$ cat src/rtl/rename_pkg.sv
// Shared rename-stage parameters and types.
// Physical register ids, architectural ids, reserved zero register.
package rename_pkg;

  localparam int NR_PHYS_REGS   = 64;
  localparam int NR_ARCH_REGS   = 32;
  localparam int PHYS_REG_WIDTH = $clog2(NR_PHYS_REGS);
  localparam int ARCH_REG_WIDTH = $clog2(NR_ARCH_REGS);

  typedef logic [PHYS_REG_WIDTH-1:0] preg_t;

  localparam preg_t PREG_ZERO = '0;

endpackage

$ cat src/rtl/preg_prio_enc.sv
// Lowest-set-bit priority encoder.
// Reports index 0 and valid 0 when no bit is set.
module preg_prio_enc #(
  parameter int N = 64,
  parameter int W = $clog2(N)
) (
  input  logic [N-1:0] bits,
  output logic [W-1:0] idx,
  output logic         valid
);

  always_comb begin
    idx   = '0;
    valid = 1'b0;
    // Scan downward so the lowest set bit is written last.
    for (int i = N - 1; i >= 0; i--) begin
      if (bits[i]) begin
        idx   = W'(i);
        valid = 1'b1;
      end
    end
  end

endmodule

$ cat src/rtl/phys_reg_free_list.sv
// Bitmap free list of physical registers.
// Offers the lowest free register; reclaims registers on commit.
module phys_reg_free_list
  import rename_pkg::*;
(
  input  logic                  clk_i,
  input  logic                  rst_ni,
  input  logic                  alloc_i,
  output logic                  alloc_valid_o,
  output preg_t                 alloc_preg_o,
  input  logic                  free_i,
  input  preg_t                 free_preg_i,
  output logic [PHYS_REG_WIDTH:0] free_cnt_o,
  output logic                  err_o
);

  localparam logic [NR_PHYS_REGS-1:0] FREE_RST =
    {{(NR_PHYS_REGS-1){1'b1}}, 1'b0};

  logic [NR_PHYS_REGS-1:0] free_q, free_d;
  logic [PHYS_REG_WIDTH:0] cnt_q, cnt_d;
  logic                    err_q;

  logic do_alloc, bad_alloc;
  logic do_free, bad_free;
  logic out_of_range;

  preg_prio_enc #(
    .N (NR_PHYS_REGS),
    .W (PHYS_REG_WIDTH)
  ) u_enc (
    .bits  (free_q),
    .idx   (alloc_preg_o),
    .valid (alloc_valid_o)
  );

  assign out_of_range =
    int'(free_preg_i) >= NR_PHYS_REGS;

  assign do_alloc  = alloc_i & alloc_valid_o;
  assign bad_alloc = alloc_i & ~alloc_valid_o;

  // Freeing the offered register is a double free, so alloc wins.
  assign bad_free = free_i &
    ((free_preg_i == PREG_ZERO) |
     out_of_range |
     free_q[free_preg_i]);
  assign do_free = free_i & ~bad_free;

  always_comb begin
    free_d = free_q;
    if (do_alloc)
      free_d[alloc_preg_o] = 1'b0;
    if (do_free)
      free_d[free_preg_i] = 1'b1;
  end

  assign cnt_d = cnt_q
    + (PHYS_REG_WIDTH+1)'(do_free)
    - (PHYS_REG_WIDTH+1)'(do_alloc);

  always_ff @(posedge clk_i or negedge rst_ni) begin
    if (!rst_ni) begin
      free_q <= FREE_RST;
      cnt_q  <= (PHYS_REG_WIDTH+1)'(NR_PHYS_REGS-1);
      err_q  <= 1'b0;
    end else begin
      free_q <= free_d;
      cnt_q  <= cnt_d;
      err_q  <= bad_alloc | bad_free;
    end
  end

  assign free_cnt_o = cnt_q;
  assign err_o      = err_q;

endmodule
$ cat config.mk
export PLATFORM = sky130hd
export DESIGN_NAME = phys_reg_free_list
export DESIGN_NICKNAME = d
export VERILOG_FILES = /design/src/rtl/rename_pkg.sv /design/src/rtl/preg_prio_enc.sv /design/src/rtl/phys_reg_free_list.sv
export SDC_FILE = /design/constraint.sdc
export NUM_CORES = 1
export LEC_CHECK = 0
export CAP_MARGIN = 15
export CORE_UTILIZATION = 35
export CTS_BUF_LIST = sky130_fd_sc_hd__clkbuf_8
export CTS_CLUSTER_SIZE = 10
export DETAILED_ROUTE_END_ITERATION = 16
export PLACE_DENSITY = 0.49
export SLEW_MARGIN = 40
export SYNTH_ARGS = -nofsm -noshare
export SYNTH_HDL_FRONTEND = slang
export SYNTH_SLANG_ARGS = --single-unit
$ cat constraint.sdc
create_clock -name clk_i -period 10.5 [get_ports clk_i]
set_input_delay 1.575 -clock clk_i [delete_from_list [all_inputs] [get_ports clk_i]]
set_output_delay 1.575 -clock clk_i [all_outputs]
set_load 0.05 [all_outputs]
* Yosys cells after proc, flatten, opt, wreduce, memory -nomap -nowiden
Cells that the tools add are included.
** Storage, ports and cells
- Register bits :: 72
- Input port bits :: 10
** Cells by class
- $add $sub $neg :: 2
- Order comparisons :: 4
- Muxes and demuxes :: 136
- Bitwise operators :: 11
- Reduce and logical (&&, ||, !) cells :: 3
** Operators by type and width (count)
- $mux W6 :: 64
- $mux W64 :: 2
- $mux W1 :: 67
- $and A64 B64 Y64 :: 1
- $not A64 Y64 :: 1
- $or A64 B64 Y64 :: 1
- $lt A6 B7 Y1 const B :: 2
- $demux W1 S6 :: 2
- $ge A6 B1 Y1 const B :: 2
- $add A7 B1 Y7 :: 1
- $sub A7 B1 Y7 :: 1
- $bmux W1 S6 :: 1
- $logic_not A6 Y1 :: 1
- $and A1 B1 Y1 :: 4
- $logic_and A1 B1 Y1 :: 2
- $not A1 Y1 :: 2
- $or A1 B1 Y1 :: 2

* Depth between registers and ports, before layout
Gate-level depths: netlist of the first run.
- Depth in word-level cells :: 73
- Mapped depth :: 17
- Gate-level depth less buffers :: 14

* Cells and area by module
Synthesis of the first run repeated with hierarchy kept, for this count alone.
** Second synthesis, totals
- Cells, all modules :: 513
- Area, all modules :: 4688.2 um^2
** Modules (own cells, without submodules)
- phys_reg_free_list :: times used 1, cells each 373, area an instance 3925.0 um^2, sequential area each 1888.1 um^2
- preg_prio_enc :: times used 1, cells each 140, area an instance 763.2 um^2, sequential area each 0.0 um^2

* Least setup slack after synthesis of the first run
Ideal clock, no wire load.
- Kind :: input port to flip-flop
- Start :: input free_preg_i[0]
- End :: register cnt_q[6], in the netlist free_cnt_o[6]
- Setup time :: 80 ps
- Arrival :: 4640 ps
- Required time :: 10420 ps
- Slack :: 5780 ps
- Stages :: 15
- Path through :: buf_2 mux4_2 mux2_2 a22o_1 a211oi_2 nand4_1 ha_1 inv_1 ha_1 fa_1 a21o_1 a21oi_1 o21bai_1 a21oi_1 xnor2_1
** Between the ends
- Cells in the longest elaborated chain, start to end :: 8
- Elaborated cells on any way between the ends :: 9
** Ends and longest elaborated chain
- from (decl) :: line phys_reg_free_list.sv:12 : input preg_t free_preg_i,
- $bmux W1 S6 :: line phys_reg_free_list.sv:47 : free_q[free_preg_i]);
- $mux W1 (not written as such) :: line phys_reg_free_list.sv:47
- $or A1 B1 Y1 * :: line phys_reg_free_list.sv:46 : out_of_range |
- $and A1 B1 Y1 * :: line phys_reg_free_list.sv:44 : assign bad_free = free_i &
- $not A1 Y1 * :: line phys_reg_free_list.sv:48 : assign do_free = free_i & ~bad_free;
- $and A1 B1 Y1 * :: line phys_reg_free_list.sv:48
- $add A7 B1 Y7 * :: line phys_reg_free_list.sv:59 : + (PHYS_REG_WIDTH+1)'(do_free)
- $sub A7 B1 Y7 * :: line phys_reg_free_list.sv:60 : - (PHYS_REG_WIDTH+1)'(do_alloc);
- net cnt_d[6] :: line phys_reg_free_list.sv:21 : logic [PHYS_REG_WIDTH:0] cnt_q, cnt_d;
- to (signal assigned) :: line phys_reg_free_list.sv:65 : cnt_q <= (PHYS_REG_WIDTH+1)'(NR_PHYS_REGS-1);
- to (signal assigned) :: line phys_reg_free_list.sv:69 : cnt_q <= cnt_d;
- to (decl) :: line phys_reg_free_list.sv:21
The timed path passes the listed nets; every way through them passes the cells marked *. The select of a mux whose other input is x is not followed.

* Worst setup path after layout of the first run
- Start :: input free_preg_i[1]
- End :: register cnt_q[6], in the netlist free_cnt_o[6]
The elaborated chain is that of the path after synthesis.

==> impl_metrics.tcl, run 1 <==
set metrics [dict create \
    row_count 42 \
    grt_pass1_wl_um 26500 \
    cts_resized 0 \
    core_um2 13500 \
    netlist_area_um2 4900 \
    crit_chain "clkdlybuf4s50_1, mux4_2, mux2_2, a22o_1, a211oi_2, nand4_1, ha_1, inv_1, ha_1, fa_1, a21o_1, a21oi_1, o21bai_1, a21oi_1, xnor2_1" \
    avgSynthCellArea_um2 9.20 \
    layout_min_cycle_time_ns 5.58 \
    ys_top_cells_by_area "dfstp_2, o31ai_1, o21ai_1" \
    grt_setup_unrepaired "false" \
    start_util_pct 36.4 \
    holdBufCountCts 0 \
    path_max_fanout 17 \
    synth_seq_area_share_pct 38.5 \
    grt_max_degree 40 \
    drt_wl_total_um 17100 \
    final_hold_viol_count 0 \
    slew_violations 0 \
    antenna_found_initial 1 \
    die_x_um 120 \
    htree_num_levels 3 \
    synth_flop_cell "dfstp_2" \
    required_ns 10.81 \
    clk_pin_slew_ns 0.08 \
    tritoncts "done" \
    clock_skew_ns 0.0129 \
    grt_pass1_vias 4414 \
    die_h_um 120 \
    rr_worst_depth 13 \
    synth_edf_count 0 \
    place.gp.congestion 0.964 \
    slew_headroom_pct 46.3 \
    drt_iter0_drc 538 \
    die_area_um2 14500 \
    synth_top_area_cell "dfstp_2" \
    finalSetupViolations 0 \
    tns_ns 0 \
    max_freq_mhz 179 \
    dp_hpwl_um 11800 \
    r2r_start "free_q[32]" \
    cts_setup_buffers 0 \
    powerDensity_nw_per_um2 349 \
    syn-num-nets 551 \
    ios 25 \
    worst_slew_pin_slew_ns 0.798 \
    io_buffers 24 \
    startpoint_type "primary input" \
    dpl_worst_slack_ns 4.61 \
    cp.arrival_ns 5.89 \
    holdCritPathClass "reg -> reg" \
    cts_num_sinks 72 \
    wire_per_inst_um 23.5 \
    slowest_stage "clkdlybuf4s50_1" \
    clk_path_buf_depth 2 \
    cts_buffers 9 \
    ys_ff_latch 72 \
    rrSetupSlack_ns 6.42 \
    synthArstFlopShare_pct 100 \
    yosys_warnings 0 \
    worstSetupPathType "in -> reg" \
    yosysUniqueCellTypes 76 \
    ir_drop_mv 0.337 \
    nets 563 \
    worst_setup_path_end_kind "flop" \
    drc 0 \
    setup_slack_ns 4.92 \
    cts_root_buffer "clkbuf_8" \
    hold_path_startpoint "free_q[39]" \
    syn_inst 533 \
    via_count 4610 \
    clock_latency_ns 0.38 \
    min_to "free_q[39]" \
    reg2reg_to "free_cnt_o[6]" \
    via_per_inst 6.35 \
    dr.pass1.iters 5 \
    synth_most_common_cell "dfstp_2" \
    antenna_cells 0 \
    final_core_util_pct 40.8 \
    synth_commonest_cells "dfstp_2, o21ai_1, nand2_1" \
    overflow 0 \
    synth_top_area_share_pct 37.0 \
    drive_gt1_share_pct 22.4 \
    final.fill_count 1405 \
    antenna_left 0 \
    area_growth_pct 12.1 \
    min_path_cells 2 \
    drv_cap 0 \
    finalCritPeriodShare_pct 53.1 \
    grt_usage_pct 25.0 \
    critPathMaxStageDelay_ns 0.97 \
    leakagePower_nw 1.93 \
    status "finished clean" \
]
==> how the worst max path moves through the flow <==
stage	start	end	slack [ns]	cells past startpoint
after floorplan	free_preg_i[0]	free_cnt_o[6]	5.78	15
after global placement	free_preg_i[1]	free_cnt_o[6]	4.60	15
after detailed placement	free_preg_i[1]	free_cnt_o[6]	4.61	15
after CTS	free_preg_i[1]	free_cnt_o[6]	4.99	15
after global routing	free_preg_i[1]	free_cnt_o[6]	4.77	15
final	free_preg_i[1]	free_cnt_o[6]	4.92	15
==> layout make-up <==
type / instances / area, um^2 / area share, %
Clock buffer: 11 / 151 / 2.76
Clock inverter: 5 / 47.5 / 0.865
Inverter: 22 / 82.6 / 1.50
Multi-Input combinational cell: 408 / 2810 / 51.1
Sequential cell: 72 / 1890 / 34.4
Tap cell: 176 / 220 / 4.01
Timing Repair Buffer: 32 / 298 / 5.42
==> per-stage QoR <==
stage               cells  hold slack, ns  power, mW  area [um^2]
floorplan             533           0.464       1.30         4900
global placement      710           0.488       1.67         5280
detailed placement    710           0.491       1.66         5290
CTS                   726           0.501       1.90         5480
global route          726           0.528       2.02         5490
finish                726           0.502       1.92         5490
==> metal layers <==
metal	up-vias	track usage (%)	wire (um)
met5	-	0	13
met4	2	11.9	615
met3	43	5.57	1390
met2	231	37.1	7660
met1	2262	34.2	7390
li1	2072	-	-
==> state kept, by name (all words and copies together), names as in the netlist <==
signal,cells
free_q,64
free_cnt_o,7
err_o,1
==> critical path, delay by kind of cell <==
kind	cells	cell delay (ns)
adder cells (fa/ha/maj)	3	0.95
multiplexers	2	0.86
buffers and inverters	2	1.02
AND/OR/NAND/NOR	1	0.21
AO/OA/AOI/OAI	6	1.13
XOR/XNOR	1	0.13
==> cell usage in the layout (no fill, tap or decap), types with 6 or more instances in the layout <==
cell type         n
nor3_1           22
o22ai_1           8
o31ai_1          33
mux4_2            8
o21ai_0           6
nand3_1           8
clkbuf_8         11
nand2_1          39
ha_1              7
a221oi_1          6
a22o_1           17
inv_1            23
buf_4             9
a21oi_1          16
nand2b_1         10
o21ai_1          44
clkdlybuf4s50_1  23
dfstp_2          69
or4_1            16
nor4_1           12
nor2_1           36
or3_1            11
==> where the power goes <==
group	total [mW]	leakage [nW]	switching [mW]	internal (mW)
Sequential	0.557	0.760	0.126	0.431
Combinational	1.13	1.06	0.779	0.352
Clock	0.229	0.112	0.109	0.120
==> logic make-up after synthesis <==
| group | count (synthesis) | synth area share, % |
|---|---|---|
| compound gates | 181 | 25.9 |
| xor+xnor | 6 | 1.07 |
| fa+ha+maj | 8 | 2.19 |
| buf+inv | 53 | 4.49 |
| flops | 72 | 38.5 |
| mux | 19 | 6.07 |
| simple gates | 194 | 21.8 |
No activity file was read; power rests on OpenSTA's default activity.
==> inputs of run 2 (changes only) <==
- clock period: 10.5 -> 5.5 ns (I/O delays scaled with it)
==> impl_metrics.tcl, run 2 (synthesis results as in run 1) <==
set metrics [dict create \
    drive_gt1_share_pct 23.0 \
    critPathMaxStageDelay_ns 0.89 \
    clock_latency_ns 0.38 \
    cp_top_family "compound AO/OA/AOI/OAI gates" \
    grt_max_degree 40 \
    worst_setup_path_end_kind "flop" \
    largest_reg_flops 64 \
    tritoncts "done" \
    p_total_mw 3.72 \
    dr.pass1.iters 4 \
    holdBufCountCts 0 \
    grt_pass1_wl_um 27100 \
    cts_num_sinks 72 \
    wire_per_inst_um 23.9 \
    crit_chain "clkdlybuf4s50_1, mux4_2, mux2_2, a22o_1, a211oi_2, nand4_1, ha_1, inv_1, ha_1, fa_1, a21o_1, a21oi_1, o21bai_1, a21oi_1, xnor2_1" \
    htree_num_levels 3 \
    clock_skew_ns 0.0139 \
    clk_pin_slew_ns 0.08 \
    holdCritPathClass "in -> async" \
    drt_iter0_drc 441 \
    cts_root_buffer "clkbuf_8" \
    slew_violations 0 \
    grt_pass1_vias 4508 \
    cts_setup_buffers 0 \
    area_growth_pct 13.2 \
    antenna_found_initial 0 \
    path_max_fanout 11 \
    die_h_um 120 \
    antenna_left 0 \
    dp_hpwl_um 12400 \
    cp.buffers_inverters 2 \
    nets 569 \
    worstSetupPathType "in -> reg" \
    io_buffers 24 \
    grt_usage_pct 25.3 \
    finalSetupViolations 0 \
    die_area_um2 14500 \
    leakagePower_nw 1.96 \
    start_util_pct 36.4 \
    place.gp.congestion 0.934 \
    die_x_um 120 \
    via_per_inst 6.45 \
    status "finished clean" \
    powerDensity_nw_per_um2 671 \
    worst_slew_pin_slew_ns 0.791 \
    layout_min_cycle_time_ns 4.61 \
    required_ns 5.81 \
    max_freq_mhz 217 \
    final_cell_mix "dfstp_2, o21ai_1, nand2_1" \
    slowest_stage "clkdlybuf4s50_1" \
    cts_resized 0 \
    drv_cap 0 \
    stdcell_count 732 \
    row_count 42 \
    via_count 4723 \
    cts_buffers 9 \
    final_hold_viol_count 0 \
    cp.arrival_ns 4.92 \
    overflow 0 \
    final_common_cell "dfstp_2" \
    startpoint_type "primary input" \
    clk_path_buf_depth 2 \
    slew_headroom_pct 47.1 \
    drc 0 \
    dp_cells 716 \
    core_um2 13500 \
    ios 25 \
    ir_drop_mv 0.680 \
    grt_setup_unrepaired "false" \
    top_register "free_q" \
    antenna_cells 0 \
    tns_ns 0 \
    drt_wl_total_um 17500 \
    finalCritPeriodShare_pct 83.8 \
]
run 2: worst register-to-register path: stages (launching register included):
cell      delay [ns]
dfstp_2         0.41
or4_1           0.60
nor4_1          0.59
nand4_1         0.36
and2_4          0.30
ha_1            0.27
inv_1           0.04
ha_1            0.20
fa_1            0.41
a21o_1          0.17
a21oi_1         0.21
o21bai_1        0.09
a21oi_1         0.18
xnor2_1         0.13
run 2: metrics by stage:
step | setup WS [ns] | hold slack (ns) | util, % | cell area, um^2
floorplan | 1.43 | 0.464 | - | 4900
global placement | 0.527 | 0.486 | 39.6 | 5330
detailed placement | 0.495 | 0.493 | 39.6 | 5330
CTS | 0.912 | 0.500 | 41.2 | 5550
global route | 0.643 | 0.410 | 41.3 | 5550
finish | 0.891 | 0.393 | 41.3 | 5550
run 2: layout make-up:
type | instances | area, um^2
Multi-Input combinational cell | 408 | 2800
Timing Repair Buffer | 38 | 343
Fill cell | 1435 | 7900
Clock inverter | 6 | 77.6
Clock buffer | 10 | 138
Sequential cell | 72 | 1890
Inverter | 22 | 82.6
Tap cell | 176 | 220
run 2: metal layers:
metal,wire (um),vias to the layer above,GRT usage (%)
li1,-,2088,-
met1,7870,2386,35.5
met2,7780,215,37.9
met3,1360,34,5.42
met4,485,0,9.88
met5,0,-,0
run 2: power by group:
group / internal (mW) / switching (mW)
Clock: 0.263 / 0.204
Sequential: 0.824 / 0.255
Combinational: 0.676 / 1.50
run 2: path summary, 6_finish.rpt:
check | slack [ns] | from | cells past startpoint | to
max | 0.89 | free_preg_i[2] | 15 | free_cnt_o[6]
min | 0.39 | rst_ni | 1 | err_o
max reg2reg | 1.48 | free_q[48] | 13 | free_cnt_o[6]
min reg2reg | 0.50 | free_q[57] | 2 | free_q[57]
max in group asynchronous | 4.24 | rst_ni | 2 | free_q[9]
min in group clk_i | 0.50 | free_q[57] | 2 | free_q[57]
==> inputs of run 3 (changes only) <==
- clock period: 5.5 -> 4.3 ns (I/O delays scaled with it)
==> impl_metrics.tcl, run 3 (synthesis results as in run 1) <==
set metrics [dict create \
    max_freq_mhz 244 \
    final_hold_viol_count 0 \
    rrSetupSlack_ns 0.44 \
    drt_iter0_drc 491 \
    powerDensity_nw_per_um2 831 \
    largest_reg_flops 64 \
    antenna_left 0 \
    status "finished clean" \
    drive_gt1_share_pct 27.0 \
    place.gp.congestion 0.905 \
    holdBufCountCts 0 \
    finalCritPeriodShare_pct 95.3 \
    htree_num_levels 3 \
    cts_root_buffer "clkbuf_8" \
    worstSetupPathType "in -> reg" \
    path_max_fanout 6 \
    antenna_cells 0 \
    via_count 4738 \
    tritoncts "done" \
    dp_hpwl_um 12600 \
    cp-startpoint "free_preg_i[2]" \
    grt_setup_unrepaired "false" \
    die_area_um2 14500 \
    regArea_um2 1890 \
    final_common_cell "dfstp_2" \
    cts_buffers 9 \
    row_count 42 \
    worst_setup_path_end_kind "flop" \
    grt_usage_pct 25.7 \
    via_per_inst 6.23 \
    ir_drop_mv 0.689 \
    grt_max_degree 40 \
    top_register "free_q" \
    nets 598 \
    final_cell_mix "dfstp_2, o21ai_1, buf_4" \
    io_buffers 24 \
    cts_setup_buffers 0 \
    clock_skew_ns 0.0103 \
    holdCritPathClass "in -> async" \
    antenna_found_initial 0 \
    clock_latency_ns 0.38 \
    drt_wl_total_um 17600 \
    dpl_worst_slack_ns -0.287 \
    clk_pin_slew_ns 0.08 \
    core_um2 13500 \
    die_h_um 120 \
    finalSetupViolations 0 \
    rr_worst_depth 13 \
    ios 25 \
    drc 0 \
    drv_cap 0 \
    required_ns 4.61 \
    final_area_um2 5780 \
    start_util_pct 36.4 \
    leakagePower_nw 2.11 \
    grt_pass1_vias 4488 \
    clk_path_buf_depth 2 \
    cp.arrival_ns 4.40 \
    overflow 0 \
    dr.pass1.iters 5 \
    dp_cells 745 \
    worst_slew_pin_slew_ns 0.836 \
    multi_input_area_um2 2800 \
    reg2reg_to "free_cnt_o[6]" \
    slew_violations 0 \
    final.fill_count 1366 \
    dpl_cell_area_um2 5550 \
    layout_min_cycle_time_ns 4.10 \
    startpoint_type "primary input" \
    grt_pass1_wl_um 27400 \
    area_growth_pct 17.9 \
    r2r_start "free_q[48]" \
    final_core_util_pct 43.0 \
    setup_slack_ns 0.203 \
    wire_per_inst_um 23.2 \
    stdcell_count 761 \
    tns_ns 0 \
    cts_num_sinks 72 \
    slew_headroom_pct 44.2 \
    die_x_um 120 \
]
## run 3: final cells by class
| cell class | instances | area share [%] |
|---|---|---|
| Tap cell | 176 | 3.81 |
| Timing Repair Buffer | 67 | 9.74 |
| Sequential cell | 72 | 32.7 |
| Clock buffer | 10 | 2.38 |
| Multi-Input combinational cell | 408 | 48.5 |
| Inverter | 22 | 1.43 |
| Clock inverter | 6 | 1.45 |
## run 3: per-stage QoR
step | hold slack, ns | power, mW
after floorplan | 0.349 | 3.17
after global placement | 0.493 | 4.13
after detailed placement | 0.497 | 4.13
after CTS | 0.257 | 4.77
after global routing | 0.293 | 5.07
final | 0.259 | 4.80
## run 3: worst max-delay path: stages
cell and delay, ns:
clkdlybuf4s50_1 0.46, buf_4 0.16, mux4_2 0.50, mux2_2 0.27, a22o_1 0.23, a211oi_2 0.26
nand4_1 0.20, ha_1 0.32, inv_1 0.04, ha_1 0.20, fa_1 0.39, a21o_1 0.18
a21oi_2 0.17, o21bai_1 0.08, a21oi_1 0.17, xnor2_1 0.13
## run 3: how the worst max path moves through the flow
stage	endpoint	slack (ns)	depth (start not counted)
after floorplan	free_cnt_o[6]	0.23	13
after global placement	free_cnt_o[6]	-0.26	15
after detailed placement	free_cnt_o[6]	-0.29	16
after CTS	free_cnt_o[6]	0.11	16
after global routing	free_cnt_o[6]	0.06	17
final	free_cnt_o[6]	0.20	16
## run 3: layer usage
| layer | part of all wire, % | global-route usage [%] | vias to the layer above |
|---|---|---|---|
| met5 | 0 | 0 | - |
| met4 | 2.1 | 8.26 | 0 |
| met3 | 6.1 | 3.25 | 24 |
| met2 | 46 | 39.7 | 188 |
| met1 | 46 | 37.2 | 2384 |
| li1 | - | - | 2142 |
## run 3: timing repair
action                                  4_1_cts  5_1_grt
endpoints found under the setup margin        0        1
resized for setup                             0        3
endpoints found under the hold margin         0        0
## run 3: report_power, final
group	total, mW	switching [mW]	internal, mW
registers	1.38	0.328	1.05
clock network	0.623	0.283	0.339
logic	2.80	1.90	0.900
total	4.80	2.51	2.29
